## config.mk

```make
export PLATFORM = sky130hd
export DESIGN_NAME = imem_fetch_unit
export DESIGN_NICKNAME = d
export VERILOG_FILES = /design/src/rtl/imem_fetch_pkg.sv /design/src/rtl/imem_fetch_lane.sv /design/src/rtl/imem_fetch_unit.sv
export SDC_FILE = /design/constraint.sdc
export NUM_CORES = 1
export LEC_CHECK = 0
export ABC_AREA = 0
export CAP_MARGIN = 15
export CORE_ASPECT_RATIO = 0.6
export CORE_UTILIZATION = 33
export CTS_CLUSTER_DIAMETER = 50
export DETAILED_ROUTE_END_ITERATION = 7
export RECOVER_POWER = 50
export SKIP_CTS_REPAIR_TIMING = 1
export SYNTH_ARGS = -nofsm -noshare
export SYNTH_HDL_FRONTEND = slang
export SYNTH_SLANG_ARGS = --single-unit
export TNS_END_PERCENT = 1
```

## constraint.sdc

```tcl
create_clock -name clk -period 3.01 [get_ports clk]
set_clock_uncertainty 0.05 [all_clocks]
set_input_delay 0.4515 -clock clk [delete_from_list [all_inputs] [get_ports clk]]
set_output_delay 0.4515 -clock clk [all_outputs]
set_load 0.03 [all_outputs]
```

## src/rtl/imem_fetch_pkg.sv

```systemverilog
// Shared types and constants for the per-core instruction fetch stage.
package imem_fetch_pkg;

  typedef enum logic [1:0] {
    ST_IDLE = 2'd0,
    ST_REQ  = 2'd1,
    ST_WAIT = 2'd2,
    ST_CAP  = 2'd3
  } lane_state_t;

  localparam int unsigned NCORES_DEF    = 3;
  localparam int unsigned AW_DEF        = 8;
  localparam int unsigned DW_DEF        = 8;
  localparam int unsigned RAM_LAT_DEF   = 2;
  localparam int unsigned STALL_MAX_DEF = 16;

  localparam int unsigned STALL_CW = 8;
  localparam int unsigned LAT_CW   = 3;

  // Low bit of lane `lane` inside a flat bus of `w`-bit lanes.
  function automatic int unsigned lane_lsb(input int unsigned lane, input int unsigned w);
    return lane * w;
  endfunction

endpackage

```

## src/rtl/imem_fetch_lane.sv

```systemverilog
// One core's fetch lane: request/grant handshake, read-latency count, byte capture, stall flag.
module imem_fetch_lane
  import imem_fetch_pkg::*;
#(
  parameter int unsigned AW        = AW_DEF,
  parameter int unsigned DW        = DW_DEF,
  parameter int unsigned RAM_LAT   = RAM_LAT_DEF,
  parameter int unsigned STALL_MAX = STALL_MAX_DEF
) (
  input  logic          clk,
  input  logic          rst,
  input  logic          fetch_req,
  input  logic [AW-1:0] pc,
  input  logic          acq,
  input  logic [DW-1:0] dq,
  output logic [DW-1:0] instr,
  output logic          instr_valid,
  output logic          busy,
  output logic          stall,
  output logic          rden,
  output logic [AW-1:0] addr
);

  lane_state_t         state;
  logic                req_seen;
  logic [LAT_CW-1:0]   lat_cnt;
  logic [STALL_CW-1:0] stall_cnt;
  logic [STALL_CW-1:0] stall_inc;

  assign stall_inc = (stall_cnt == '1) ? stall_cnt : stall_cnt + STALL_CW'(1);
  assign rden      = (state == ST_REQ);

  // req_seen gates acq until one full REQ cycle has elapsed, hiding stale grants.
  always_ff @(posedge clk or posedge rst) begin
    if (rst) begin
      state       <= ST_IDLE;
      req_seen    <= 1'b0;
      lat_cnt     <= '0;
      stall_cnt   <= '0;
      stall       <= 1'b0;
      busy        <= 1'b0;
      instr       <= '0;
      instr_valid <= 1'b0;
      addr        <= '0;
    end else begin
      instr_valid <= 1'b0;
      unique case (state)
        ST_IDLE: begin
          if (fetch_req) begin
            state     <= ST_REQ;
            addr      <= pc;
            req_seen  <= 1'b0;
            stall_cnt <= '0;
            stall     <= 1'b0;
            busy      <= 1'b1;
          end
        end
        ST_REQ: begin
          req_seen  <= 1'b1;
          stall_cnt <= stall_inc;
          if (acq && req_seen) begin
            state   <= ST_WAIT;
            lat_cnt <= LAT_CW'(RAM_LAT - 1);
            stall   <= 1'b0;
          end else begin
            stall <= (stall_inc > STALL_CW'(STALL_MAX));
          end
        end
        ST_WAIT: begin
          if (lat_cnt == '0) begin
            state       <= ST_CAP;
            instr       <= dq;
            instr_valid <= 1'b1;
          end else begin
            lat_cnt <= lat_cnt - LAT_CW'(1);
          end
        end
        ST_CAP: begin
          if (fetch_req) begin
            state     <= ST_REQ;
            addr      <= pc;
            req_seen  <= 1'b0;
            stall_cnt <= '0;
          end else begin
            state <= ST_IDLE;
            busy  <= 1'b0;
          end
        end
        default: state <= ST_IDLE;
      endcase
    end
  end

endmodule

```

## src/rtl/imem_fetch_unit.sv

```systemverilog
// Per-core instruction fetch stage: NCORES independent lanes packed onto the memory-controller bus.
module imem_fetch_unit
  import imem_fetch_pkg::*;
#(
  parameter int unsigned NCORES    = NCORES_DEF,
  parameter int unsigned AW        = AW_DEF,
  parameter int unsigned DW        = DW_DEF,
  parameter int unsigned RAM_LAT   = RAM_LAT_DEF,
  parameter int unsigned STALL_MAX = STALL_MAX_DEF
) (
  input  logic                 clk,
  input  logic                 rst,
  input  logic [NCORES-1:0]    fetch_req,
  input  logic [NCORES*AW-1:0] pc,
  output logic [NCORES*DW-1:0] instr,
  output logic [NCORES-1:0]    instr_valid,
  output logic [NCORES-1:0]    busy,
  output logic [NCORES-1:0]    stall,
  output logic [NCORES-1:0]    rden,
  output logic [NCORES-1:0]    wren,
  output logic [NCORES*AW-1:0] Address,
  output logic [NCORES*DW-1:0] Din,
  input  logic [NCORES-1:0]    acq,
  input  logic [NCORES*DW-1:0] Dq
);

  for (genvar i = 0; i < int'(NCORES); i++) begin : g_lane
    imem_fetch_lane #(
      .AW        (AW),
      .DW        (DW),
      .RAM_LAT   (RAM_LAT),
      .STALL_MAX (STALL_MAX)
    ) u_lane (
      .clk         (clk),
      .rst         (rst),
      .fetch_req   (fetch_req[i]),
      .pc          (pc[lane_lsb(i, AW) +: AW]),
      .acq         (acq[i]),
      .dq          (Dq[lane_lsb(i, DW) +: DW]),
      .instr       (instr[lane_lsb(i, DW) +: DW]),
      .instr_valid (instr_valid[i]),
      .busy        (busy[i]),
      .stall       (stall[i]),
      .rden        (rden[i]),
      .addr        (Address[lane_lsb(i, AW) +: AW])
    );
  end

  // Fetch path is read-only.
  assign wren = '0;
  assign Din  = '0;

endmodule

```

==> results by stage <==
Logic synthesis:
- After synthesis the netlist holds a flip-flop and latch count of 99.
- The post-synthesis cell type count is 49.
- By instance count, the leading cell after synthesis is nand2_1.
- The netlist area before placement is between 5000 and 6000 µm².
- The Yosys step of the flow raised 0 warnings.
- The fraction of synthesis flops using an asynchronous set or reset pin is 1.000.
- The commonest cells after synthesis are 120 x nand2_1, 99 x dfrtp_1, 39 x buf_4.
- The share of the Yosys chip area taken by registers is 0.4893.
- The post-synthesis cell count is around 540.
- Of the post-synthesis cell area, the dominant cell type holds 0.4893.
- Counting flops with a built-in enable in the synthesized netlist gives 0.
- Summed over all instances, the cell type with the most area after synthesis is dfrtp_1.
- Averaged over all synthesized cells, the footprint is between 9 and 10 µm².
- By area the synthesized netlist is led by dfrtp_1 49%, nand2_1 8.9%, buf_4 5.8%.
- The most common flop cell mapped by yosys is dfrtp_1.

Global route:
- The maximum number of pins on one net before global-route repair is 100.
- The first global-routing pass estimated about 19000 µm of wire.
- The number of global-route vias before repair was 3951.
- The number of antenna violations at the first check in global routing is 0.
- The total routing usage reported by global routing is 0.1510.
- The total global routing overflow is 0.

Layout:
- The antenna diode count is 0.
- The final design utilization is 0.4433.
- The sequential cell area is approximately 2500 µm².
- Counting the fill cells in the layout gives 1422.
- The share of cells above drive strength 1 is 0.07465.
- The growth of design area from synthesis to finish is 28.86%.
- The multi-input logic area is around 2200 µm².
- After the last flow step, the layout net total stands at 715.

Placement:
- The final estimated routing congestion in global placement is around 0.84.
- After legalization and detailed placement, the total HPWL measured 8435 µm.
- The count of buffers added on input and output ports is between 100 and 150.

Clock network:
- TritonCTS built the clock tree.
- The clock root buffer is clkbuf_16.
- The number of levels the H-tree was split into is 3.
- The tree built by TritonCTS fans out to between 90 and 100 sinks.
- In this run, CTS created clock tree buffers numbering 9.
- For the worst-skew pair, the clock arrives at the later sink with an insertion delay of ~340 ps.
- Counting along the longest clock path gives a buffer depth of 2.
- Clock-pin slew was measured on the worst setup and hold paths at ~70 ps.

Setup path:
- The startpoint of the worst-slack reg-to-reg timing path is g_lane[0].u_lane.stall_cnt[0]$_DFFE_PP0P_.
- The endpoint identified for the worst register-to-register timing path is g_lane[0].u_lane.stall$_DFFE_PP0P_.
- The worst register-to-register path has a depth of 6.
- Across all register-to-register paths, the minimum setup slack is approximately 1000 ps.
- The required time at the endpoint of the critical path is between 2000 and 3000 ps.
- In this run the worst path has a maximum fanout of 10.
- The data arrival time of the critical path is ~2000 ps.
- The element type at the critical path start is a register.
- The critical setup path kind is register to output port.
- The sort of element at the end of the critical path is an output port.

Power:
- Cell internal power was estimated by the tool at 3.887 mW.
- The part of the power in combinational logic is 0.514.
- For this design the ratio of total power to cell area is 1047 nW/µm².
- The switching power of the nets is 2.943 mW.
- The standby leakage power is roughly 2.9 nW.
- The worst-case IR drop observed on VDD is 0.4465 mV.
- Of the total power, the clock network draws 0.168.
- The switching power share of the total is 0.4309.
- The sequential share of power is 0.318.

Floorplan:
- During I/O placement, the number of pins put on the boundary was 143.
- The die is about 160 µm wide.
- In this run the vertical extent of the chip is 97.95 µm.
- The floorplan has 34 rows.
- The starting utilization of the core area is 0.3440.
- The die covers 15860 µm².
- The core area is 14720 µm².

Route:
- The length of the first detailed-routing pass in iterations is 4.
- The routed wire length is between 10000 and 15000 µm.
- The post-route antenna net violation count is 0.
- After the first detailed-routing iteration, the DRC count stood at 195.
- The number of design rule violations left after detail routing is 0.
- The number of vias per cell is 4.801.
- The vias after detailed routing is between 4000 and 5000.
- The average wire per cell in the routed design is 13.94 µm.

Timing:
- Headroom to the max-slew limit came out at 0.09635.
- The count of final hold-check violations is 0.
- The final-report setup violation count is 0.
- The worst path needs 2469 ps of the cycle, external delays included.
- At the pin with the least slew margin, the transition time is around 1400 ps.
- The achievable clock frequency is 0.4050 GHz.
- The number of pins exceeding their max-slew limit in the final report is 0.
- Setup repair after global routing left no endpoint under its margin.
- The share of the clock period used by the worst path after layout is 0.8204.
- For the final routed database, the setup TNS stands at 0 ps.

Hold path:
- The depth of the worst hold-timing path is 2.
- The worst-case hold path end point is g_lane[2].u_lane.addr[6]$_DFFE_PP0P_.
- The path type of the worst min-delay path is register to register.
- The worst min-delay path startpoint is g_lane[2].u_lane.addr[6]$_DFFE_PP0P_.

Run:
- Max-cap violations in this run came to 0.

Outcome:
- The flow ran to the end, and the final reports show no timing, DRC or antenna violations.
[cells in the final DEF (no fill, tap or decap), types with 2 or more instances in the layout]
master           instances
nand4_1                  5
nor3_1                   9
clkdlybuf4s50_1        110
o2111ai_1                2
and2_2                   2
clkbuf_16                9
a211oi_1                 7
a221oi_1                 2
nand3b_1                 3
a31oi_1                 13
inv_1                   28
and3_1                   2
or3_1                    2
a21oi_1                 14
mux2i_1                  8
nand3_1                 17
nand2b_1                 5
nor2_1                  28
conb_1                  27
a21boi_0                 2
dlygate4sd3_1            5
nor3b_1                  3
mux2_2                  25
ha_1                    21
nor2b_1                  3
o22ai_1                  2
dfrtp_1                 99
nand2_1                120
or4b_1                   2
o21ai_0                 34
a22oi_1                  4
a22o_1                   2
clkinv_2                 4
o311a_1                  2
[registers in the layout, summed over array words and instances, names as in the netlist]
signal                     cells
g_lane.u_lane.instr_valid      3
g_lane.u_lane.instr           24
g_lane.u_lane.addr            24
g_lane.u_lane.req_seen         3
g_lane.u_lane.busy             3
g_lane.u_lane.stall            3
g_lane.u_lane.lat_cnt          9
g_lane.u_lane.stall_cnt       24
g_lane.u_lane.state            6
[metrics by stage]
step           total power [mW]  hold slack [ps]  area, µm²  cells  worst slack (ps)
5_1_grt                   7.324            459.3       6525    841             426.4
3_5_place_dp              5.732            413.2       6255    825             898.9
2_1_floorplan             4.521            392.0       5165    561              1178
3_3_place_gp              5.620            409.5       6255    825             947.0
4_1_cts                   6.931            429.8       6548    841             520.0
6_report                  6.830            427.5       6525    841             540.6
[how the worst max path moves through the flow]
stage / start / end / cells past startpoint
floorplan: g_lane[0].u_lane.stall_cnt[0]$_DFFE_PP0P_ / g_lane[0].u_lane.stall$_DFFE_PP0P_ / 6
global placement: g_lane[1].u_lane.state[1]$_DFFE_PP0P_ / rden[1] / 3
detailed placement: fetch_req[2] / g_lane[2].u_lane.state[0]$_DFFE_PP0P_ / 5
CTS: g_lane[1].u_lane.state[1]$_DFFE_PP0P_ / rden[1] / 3
global route: g_lane[1].u_lane.state[1]$_DFFE_PP0P_ / rden[1] / 3
finish: g_lane[1].u_lane.state[1]$_DFFE_PP0P_ / rden[1] / 3
[final cells by class]
cell class | count | area share
clock buffer | 9 | 0.03452
clock inverter | 7 | 0.01035
inverter | 30 | 0.01783
multi-input combinational | 380 | 0.3404
sequential | 99 | 0.3797
tap | 198 | 0.03797
timing repair buffer | 118 | 0.1793
[critical path, stage by stage (launching register included)]
cell and delay, ps:
dfrtp_1 410, inv_1 110, ha_1 370, clkdlybuf4s50_1 740
[metal layers]
| layer | part of all wire | global-route usage |
|---|---|---|
| met5 | 0 | 0 |
| met4 | 0.0038 | 0.02467 |
| met3 | 0.053 | 0.03866 |
| met2 | 0.44 | 0.2304 |
| met1 | 0.50 | 0.2174 |
[power by group through the flow]
stage	registers, mW	clock network, mW	logic, mW
2_1_floorplan	2.78	0	1.74
3_3_place_gp	2.17	0	3.45
3_5_place_dp	2.19	0	3.54
4_1_cts	2.17	1.20	3.56
5_1_grt	2.25	1.25	3.82
6_report	2.17	1.15	3.51
[kinds of logic after synthesis]
logic type,after synthesis,share of synthesized area
other,1,0.0007406
AND/OR/NAND/NOR,207,0.1826
adder cells (fa/ha/maj),21,0.05189
AO/OA/AOI/OAI,92,0.1139
multiplexers,33,0.07141
buffers and inverters,82,0.09019
flip-flops,99,0.4893
(Power assumes the default switching activity.)
